**config.mk**
```make
export PLATFORM = sky130hd
export DESIGN_NAME = shiftmix_stage
export DESIGN_NICKNAME = d
export VERILOG_FILES = /design/src/rtl/shiftmix_stage.sv
export SDC_FILE = /design/constraint.sdc
export NUM_CORES = 1
export LEC_CHECK = 0
export BUFFER_PORTS_ARGS = -buffer_cell sky130_fd_sc_hd__buf_2
export CAP_MARGIN = 20
export CORE_MARGIN = 10
export CORE_UTILIZATION = 44
export CTS_CLUSTER_DIAMETER = 50
export DETAILED_ROUTE_END_ITERATION = 6
export PLACE_DENSITY = 0.68
export SYNTH_ARGS = -nofsm -noshare
export SYNTH_HDL_FRONTEND = slang
export SYNTH_SLANG_ARGS = --single-unit
```
**constraint.sdc**
```tcl
create_clock -name clk -period 9.7 [get_ports clk]
set_input_delay 2.425 -clock clk [delete_from_list [all_inputs] [get_ports clk]]
set_output_delay 2.425 -clock clk [all_outputs]
set_load 0.02 [all_outputs]
```
**src/rtl/shiftmix_stage.sv**
```systemverilog
// shiftmix_stage
//   AES-128 round stage between SubBytes and AddRoundKey. ShiftRows is applied
//   combinationally on accept. MixColumns is then applied one 32-bit column
//   per clock, over four cycles. Last-round states skip MixColumns.
// Ports
//   clk, rst               : clock and async active-high reset
//   in_valid/in_ready      : input handshake for state_in + last_round
//   state_in   [127:0]     : SubBytes output, byte k at [127-8k -: 8], row k%4, col k/4
//   last_round             : skip MixColumns for this state
//   out_valid/out_ready    : output handshake for state_out
//   state_out  [127:0]     : result, same byte order as state_in
module shiftmix_stage (
  input  logic         clk,
  input  logic         rst,
  input  logic         in_valid,
  output logic         in_ready,
  input  logic [127:0] state_in,
  input  logic         last_round,
  output logic         out_valid,
  input  logic         out_ready,
  output logic [127:0] state_out
);

  typedef enum logic [1:0] {IDLE, MIX, DONE} state_e;

  state_e       state_q, state_d;
  logic [1:0]   col_q, col_d;
  logic [127:0] work_q, work_d;
  logic         out_valid_q, out_valid_d;
  logic         accept;
  logic [127:0] shifted;

  function automatic logic [7:0] xtime(input logic [7:0] x);
    return {x[6:0], 1'b0} ^ (x[7] ? 8'h1b : 8'h00);
  endfunction

  // Column word layout: a0 (row 0) in the top byte.
  function automatic logic [31:0] mix_col(input logic [31:0] a);
    logic [7:0] a0, a1, a2, a3;
    a0 = a[31:24];
    a1 = a[23:16];
    a2 = a[15:8];
    a3 = a[7:0];
    return {xtime(a0) ^ xtime(a1) ^ a1 ^ a2 ^ a3,
            a0 ^ xtime(a1) ^ xtime(a2) ^ a2 ^ a3,
            a0 ^ a1 ^ xtime(a2) ^ xtime(a3) ^ a3,
            xtime(a0) ^ a0 ^ a1 ^ a2 ^ xtime(a3)};
  endfunction

  // Output byte (r,c) takes input byte (r,(c+r)%4); byte index is 4*col+row.
  function automatic logic [127:0] shift_rows(input logic [127:0] s);
    logic [127:0] o;
    o = '0;
    for (int c = 0; c < 4; c++)
      for (int r = 0; r < 4; r++)
        o[127-8*(4*c+r) -: 8] = s[127-8*(4*((c+r)%4)+r) -: 8];
    return o;
  endfunction

  assign shifted   = shift_rows(state_in);
  assign in_ready  = (state_q == IDLE) || ((state_q == DONE) && out_ready);
  assign accept    = in_valid && in_ready;
  assign out_valid = out_valid_q;
  assign state_out = work_q;

  always_comb begin
    state_d     = state_q;
    col_d       = col_q;
    work_d      = work_q;
    out_valid_d = out_valid_q;
    case (state_q)
      IDLE, DONE: begin
        // In DONE an accept also consumes the held result on the same edge.
        if (accept) begin
          work_d = shifted;
          if (last_round) begin
            state_d     = DONE;
            out_valid_d = 1'b1;
          end else begin
            state_d     = MIX;
            col_d       = 2'd0;
            out_valid_d = 1'b0;
          end
        end else if ((state_q == DONE) && out_ready) begin
          state_d     = IDLE;
          out_valid_d = 1'b0;
        end
      end
      MIX: begin
        for (int c = 0; c < 4; c++)
          if (col_q == 2'(c))
            work_d[127-32*c -: 32] = mix_col(work_q[127-32*c -: 32]);
        col_d = col_q + 2'd1;
        if (col_q == 2'd3) begin
          state_d     = DONE;
          out_valid_d = 1'b1;
        end
      end
      default: begin
        state_d     = IDLE;
        out_valid_d = 1'b0;
      end
    endcase
  end

  always_ff @(posedge clk or posedge rst) begin
    if (rst) begin
      state_q     <= IDLE;
      col_q       <= 2'd0;
      work_q      <= '0;
      out_valid_q <= 1'b0;
    end else begin
      state_q     <= state_d;
      col_q       <= col_d;
      work_q      <= work_d;
      out_valid_q <= out_valid_d;
    end
  end

endmodule

```
# Word level (Yosys, flattened, before mapping)
# Cells that the tools add are included.
[word_totals]
ff_bits = 133
in_bits = 133
out_inout_bits = 130
word_cells = 148
[op_classes]
add_sub_neg = 1
eq_ne = 12
n_mux = 35
n_bitwise = 80
n_reduce_logical = 13
[ops]
columns = ["operator", "n"]
rows = [
  ["8-bit bitwise XOR", 64],
  ["128-bit one-hot mux with 2 select lines", 1],
  ["128-bit two-way mux", 1],
  ["32-bit two-way mux", 4],
  ["8-bit by 5-bit bitwise XOR with 8-bit output", 16],
  ["5-bit two-way mux", 16],
  ["3-bit AND reduction", 5],
  ["2-bit two-way mux", 6],
  ["2-bit != test, second input constant", 6],
  ["2-bit one-hot mux with 2 select lines", 2],
  ["2-bit == test, second input constant", 3],
  ["2-bit by 1-bit == test with 1-bit output, second input constant", 2],
  ["2-bit zero test", 2],
  ["1-bit two-way mux", 4],
  ["3-bit != test, second input constant", 1],
  ["2-bit by 1-bit adder with 2-bit output, second input constant", 1],
  ["1-bit logical AND", 2],
  ["1-bit one-hot mux with 2 select lines", 1],
  ["2-bit AND reduction", 1],
  ["2-bit nonzero test", 1],
  ["2-bit OR reduction", 1],
  ["1-bit logical OR", 1],
]

# Logic depth before layout (Yosys ltp)
# Gate-level depths: netlist of the first run.
[logic_depth]
depth_word = 8
ltp_mapped = 8
mapped_depth_nobuf = 6

# Worst setup path before layout of the first run
# Ideal clock, no wire load.
[synth_timing]
path_kind = "input port to output port"
start = "input out_ready"
end = "output in_ready"
arrival_time_ns = 2.744
slack_ns = 4.531
cell_stages = 2
path_buffers = 0
path_cell_list = "nor2b_1 nor2_1"
[synth_via]
elab_chain_cells = 2
[synth_rtl]
columns = ["item", "line", "text"]
rows = [
  ["start, declared", "20", "input logic out_ready,"],
  ["1-bit logical AND", "61", "assign in_ready = (state_q == IDLE) || ((state_q == DONE) && out_ready);"],
  ["1-bit logical OR", "61", ""],
  ["end, declared", "16", "output logic in_ready,"],
]
# Every way passes these cells.

# Worst setup path after layout of the first run
# Same ends and word-level chain as after synthesis.

==> impl_results.md, run 1 <==
* Syn_area_per_cell at 9.70 µm²
* Post-Synthesis Cells at 1087
* WP data required at 7.28 ns
* Fmax at 0.182 GHz
* First-pass GRT wire length at 52.4 mm
* Reg2reg end: state_out[61]
* Post-synth top flop: dfrtp_1
* Adder-Cell Fraction of Synth Area at 0.00475
* Drt pass-1 iters at 5
* Clk sinks at 132
* Least-Margin Pin Slew at 1.08 ns
* Share of flip-flops with an asynchronous set or reset at 1.00
* # hold bufs at CTS at 0
* Post-synth EDFFs at 0
* XOR/XNOR share of the synthesized area at 0.371
* Setup WS pre-CTS at 4.17 ns
* Final wirelength at 32.6 mm
* Seq/Total Area, Yosys at 0.313
* Area leader, netlist: dfrtp_1
* Largest family of logic cells by synthesized area: XOR/XNOR gates
* CP arrival at 3.08 ns
* Synth Register Bits at 132
* Compound-Gate Fraction of Synth Area at 0.150
* Post-route DRC violation count at 0
* Port Buffers at 262
* Number of global-route vias before repair at 9181
* Clk buf depth at 2
* PostCTS Resize Cnt at 0
* CTS tree: yes
* Synth top area share at 0.313
* Clock Skews at 0.0142 ns
* Max-slew violations at 0
* Critical path class: in2out
* Syn nets at 1224
* Root Buffer: clkbuf_16
* Top cells by area, synth: dfrtp_1 (31%), xnor2_1 (24%), xor2_1 (7.9%)
* Final Hold Fails at 0
* MaxCap Viol Count at 0
* Synth top cells by count: xnor2_1 (286), dfrtp_1 (132), nand2_1 (108)
* Final instance area at 12600 µm²
* Critical path capture point type: primary output
* Status: completed
* Setup violations, final at 0
* Total grt overflow at 0
* Placed cell area at 11900 µm²
* Post-synthesis mux area share at 0.00771
* Vias at 8805
* Synth Cell Area at 10500 µm²
* Post-route antenna net violation count at 0
* Row Count at 56
* Post-Place Cells at 1592
* Worst Setup EP: in_ready
* Total Routing Usage GR at 0.210
* Post-DP HPWL at 23.4 mm
* Filler cell count at 2179
* Top-Level Pins at 263
* GPL Wtd Cong at 0.862
* Starting Density at 0.448
* Yosys Warn Count at 0
* Vias per cell at 5.42
* # H-tree levels at 4
* Largest net degree at the start of global routing at 73
* Total core area at 23500 µm²
* Clk_lat worst skew at 0.43 ns
* Reg clk slew, reported paths at 0.06 ns
* Reg2Reg Depth at 4
* Layout cell share with drive strength beyond 1 at 0.252
* Hold crit path type: reg2reg
* Netlist cell types at 40
* Die width at 175 µm
* R2r setup slk at 6.59 ns
* Post-Layout Cell Count at 1626
* Wire length per cell at 20.1 µm
* Number of CTS-inserted buffers at 17
* Startpoint class of the critical path: primary input
* Die Footprint at 30600 µm²
* Area grow syn2layout at 19.5%
* Synth Area in Simple Gates at 0.114
* Initial antenna violation count at 5
* DRT iter0 DRCs at 556
* Fin crit period at 5.51 ns
* Setup ws final at 4.19 ns
* CP startpoint: out_ready
* Count leader, synth: xnor2_1
* Worst slew margin at 0.277
* Worst r2r src: state_q[0]
* Setup TNS at 0 ns
* CP Max Fanout at 4
* Nets at 1431
* RSZ-0062 raised after global routing: false
* Final period utilization at 0.568
* Die Y at 175 µm
* Post-CTS Setup Inserts at 0
per-layer routing:
layer / part of all wire / GRT usage / vias to the layer above
met5: 0.00064 / 0 / -
met2: 0.47 / 0.334 / 254
li1: - / - / 4181
met1: 0.46 / 0.284 / 4334
met4: 0.012 / 0.0551 / 4
met3: 0.059 / 0.0455 / 32
stage by stage:
stage | hold WS, ns | util
3_3_place_gp | 0.539 | 0.507
5_1_grt | 0.611 | 0.535
2_1_floorplan | 0.513 | -
4_1_cts | 0.565 | 0.533
6_report | 0.562 | 0.535
3_5_place_dp | 0.553 | 0.507
worst max-delay path, cell delays in order:
cell	delay, ns
buf_2	0.13
nor2b_1	0.07
nor2_1	0.23
buf_2	0.23
layout make-up:
cell class	instances	area, µm²	area share
multi-input cells	865	6830	0.542
repair buffers	274	1440	0.114
clock inverters	12	158	0.0125
well taps	319	399	0.0317
diodes	2	5.00	0.000397
inverters	4	20.0	0.00159
flip-flops and latches	132	3310	0.262
clock buffers	18	439	0.0348
state kept, by name, indices dropped and copies added (netlist names):
register / cells
state_out: 128
state_q: 2
col_q: 2
cell families (layout without fill, tap and decap cells):
| family | count (synthesis) | in the layout |
|---|---|---|
| multiplexers | 8 | 8 |
| buffers and inverters | 90 | 308 |
| AO/OA/AOI/OAI | 196 | 196 |
| flip-flops | 132 | 132 |
| adder cells (fa/ha/maj) | 4 | 4 |
| XOR/XNOR | 410 | 410 |
| AND/OR/NAND/NOR | 247 | 247 |
| other | 0 | 2 |
placed cells by master (no fill, tap or decap), types with 3 or more instances in the layout:
master,netlist,routed
o21ai_0,6,5
xor2_1,95,95
nand3_1,53,53
dfrtp_1,132,130
buf_2,38,262
o21a_1,29,29
xnor2_2,4,4
nor2_1,14,14
clkinvlp_4,0,3
a21oi_1,3,3
o211ai_1,51,51
o22ai_1,26,26
xnor2_1,286,286
nand2_1,108,108
buf_4,4,10
xnor3_1,16,16
inv_1,4,3
clkinv_4,0,3
bufinv_16,0,3
nand3b_1,10,10
a221o_1,48,48
and3_1,49,49
ha_1,4,4
clkbuf_16,0,17
a22o_1,17,17
a32o_1,10,10
xor2_2,9,9
mux2i_1,7,7
worst min-delay path by stage:
stage                  start  endpoint  slack, ns  cells after the start
floorplan           col_q[0]  col_q[0]       0.51                      2
global placement    col_q[1]  col_q[1]       0.54                      1
detailed placement  col_q[0]  col_q[0]       0.55                      2
CTS                 col_q[0]  col_q[0]       0.56                      1
global route        col_q[1]  col_q[1]       0.61                      1
finish              col_q[0]  col_q[0]       0.56                      1
Power of run 1 is not shown: default switching activity piles up to over one toggle a cycle in this logic, so the estimate is an artifact.
==> run 2, diff against run 1 <==
==> constraint.sdc (replaced) <==
create_clock -name clk -period 5.25 [get_ports clk]
set_input_delay 1.3125 -clock clk [delete_from_list [all_inputs] [get_ports clk]]
set_output_delay 1.3125 -clock clk [all_outputs]
set_load 0.02 [all_outputs]
==> run 2 against run 1 <==
Net effect: die area stayed put; cell area rose by 0.15%; via count grew 0.62%; final cell count is 0.25% higher; sequential cell count stayed put; sequential share of layout area hardly changed; setup slack got worse by 2.2 ns; first-iteration DRC count up 9.7%; core utilization up 0.080 points; count of clock-buffer cells in the layout decreased by 1; highest routed layer unchanged.
==> impl_results.md, run 2 (same netlist as run 1, synthesis figures left out) <==
* Status: completed
* GPL Wtd Cong at 0.847 (-1.7%)
* Post-Place Cells at 1593 (+0.063%)
* Hold crit path type: reg2reg
* DRT iter0 DRCs at 610 (+9.7%)
* RSZ-0062 raised after global routing: false
* Hold path start: col_q[1]
* Final Hold Fails at 0 (unchanged)
* Wire length per cell at 19.8 µm (-1.2%)
* Cell repeated most along the worst path: buf_2
* Critical path class: in2out
* Reg2Reg Depth at 3 (-1)
* Hold Path Cell Cnt at 1 (unchanged)
* Startpoint class of the critical path: primary input
* Reg2reg end: state_out[40]
* Total Routing Usage GR at 0.210 (-0.000447)
* Starting Density at 0.448 (unchanged)
* Slowest stage delay, CP at 0.22 ns (about the same)
* Filler cell count at 2160 (-0.87%)
* Setup TNS at 0 ns (unchanged)
* Clk sinks at 132 (unchanged)
* Number of CTS-inserted buffers at 17 (unchanged)
* Worst r2r src: state_q[0]
* Post-CTS Setup Inserts at 0 (unchanged)
* Post-route antenna net violation count at 0 (unchanged)
* Setup violations, final at 0 (unchanged)
* Max reg flops at 128 (unchanged)
* Largest net degree at the start of global routing at 102 (+40%)
* Final wirelength at 32.3 mm (-0.95%)
* Worst-path cell chain: buf_2 -> nor2b_1 -> nor2_1 -> buf_2
* PostCTS Resize Cnt at 0 (unchanged)
* Number of global-route vias before repair at 9288 (+1.2%)
* R2r setup slk at 2.43 ns (-4.16 ns)
* Hold endpoint: col_q[1]
* CP Max Fanout at 4 (unchanged)
* # hold bufs at CTS at 0 (unchanged)
* CTS tree: yes
* Max-slew violations at 0 (unchanged)
* Fmax at 0.310 GHz
* Die Y at 175 µm (unchanged)
* Setup WS pre-CTS at 1.71 ns (-2.45 ns)
* WP data required at 3.94 ns (-3.34 ns)
* Initial antenna violation count at 6 (+1)
* Clk_lat worst skew at 0.43 ns (about the same)
* Total core area at 23500 µm² (unchanged)
* # H-tree levels at 4 (unchanged)
* Top-Level Pins at 263 (unchanged)
* Row Count at 56 (unchanged)
* Most common cell after layout, fill and taps aside: xnor2_1
* Die width at 175 µm (unchanged)
* Post-Layout Cell Count at 1630 (+0.25%)
* Clk buf depth at 2 (unchanged)
* Final period utilization at 0.614
* Port Buffers at 262 (unchanged)
* Area grow syn2layout at 19.7%
* Fin crit period at 3.22 ns
* Root Buffer: clkbuf_16
* Post-route DRC violation count at 0 (unchanged)
* Drt pass-1 iters at 5 (unchanged)
* Vias at 8860 (+0.62%)
* Worst slew margin at 0.280 (+0.00263)
* Post-DP HPWL at 23.5 mm (+0.52%)
* Reg clk slew, reported paths at 0.06 ns (about the same)
* Setup ws final at 2.03 ns (-2.16 ns)
* First-pass GRT wire length at 52.5 mm (+0.24%)
* Layout cell share with drive strength beyond 1 at 0.254 (+0.00172)
* Slowest CP cell: buf_2
* MaxCap Viol Count at 0 (unchanged)
* Critical path capture point type: primary output
* CP arrival at 1.91 ns (-1.17 ns)
* Die Footprint at 30600 µm² (unchanged)
* Vias per cell at 5.44 (+0.38%)
* Worst hold slack at 0.561 ns (-0.000709 ns)
* Clock Skews at 0.00955 ns (-0.00463 ns)
* Total grt overflow at 0 (unchanged)
* Nets at 1432 (+0.070%)
* Least-Margin Pin Slew at 1.08 ns (-0.00792 ns)
* Commonest cells after routing, fill and taps aside: xnor2_1 (286), buf_2 (262), dfrtp_1 (130), nand2_1 (108), xor2_1 (95)
[run 2: changes by cell type in the layout (fill, tap and decap cells not counted), sizes merged]
| cell | before | now |
|---|---|---|
| inv | 5 | 7 |
| buf | 274 | 275 |
| diode | 2 | 3 |
| clkbuf | 18 | 17 |
| bufinv | 3 | 4 |
[run 2: final cells by class]
class	count	area, µm²	share of cell area
tap	319	399	0.0316
clock inverter	15	205	0.0163
clock buffer	17	425	0.0337
sequential	132	3310	0.262
antenna	3	7.51	0.000595
timing repair buffer	275	1420	0.113
inverter	4	20.0	0.00159
multi-input combinational	865	6830	0.541
[run 2: critical path: cells and delay by family]
| family | cells | cell delay, ns |
|---|---|---|
| buffers and inverters | 2 | 0.35 |
| AND/OR/NAND/NOR | 2 | 0.24 |
[run 2: through the flow]
step / util / instance area (µm²)
after detailed placement: 0.508 / 12000
after CTS: 0.534 / 12600
after floorplan: - / 10500
after global routing: 0.536 / 12600
final: 0.536 / 12600
after global placement: 0.508 / 12000
[run 2: worst max path at each step]
stage | cells past startpoint | startpoint | endpoint | slack (ns)
floorplan | 1 | rst | col_q[0] | 0.41
global placement | 6 | in_valid | state_out[47] | 1.78
detailed placement | 6 | in_valid | state_out[40] | 1.71
CTS | 4 | out_ready | in_ready | 1.98
global route | 4 | state_q[1] | in_ready | 1.94
finish | 4 | out_ready | in_ready | 2.03
[run 2: metal layers]
| metal | GRT usage | up-vias | wire, µm |
|---|---|---|---|
| li1 | - | 4189 | - |
| met1 | 0.279 | 4323 | 14400 |
| met2 | 0.336 | 309 | 15300 |
| met3 | 0.0537 | 31 | 2230 |
| met4 | 0.0459 | 8 | 366 |
| met5 | 0 | - | 55 |
Power of run 2 is left out for the same reason.
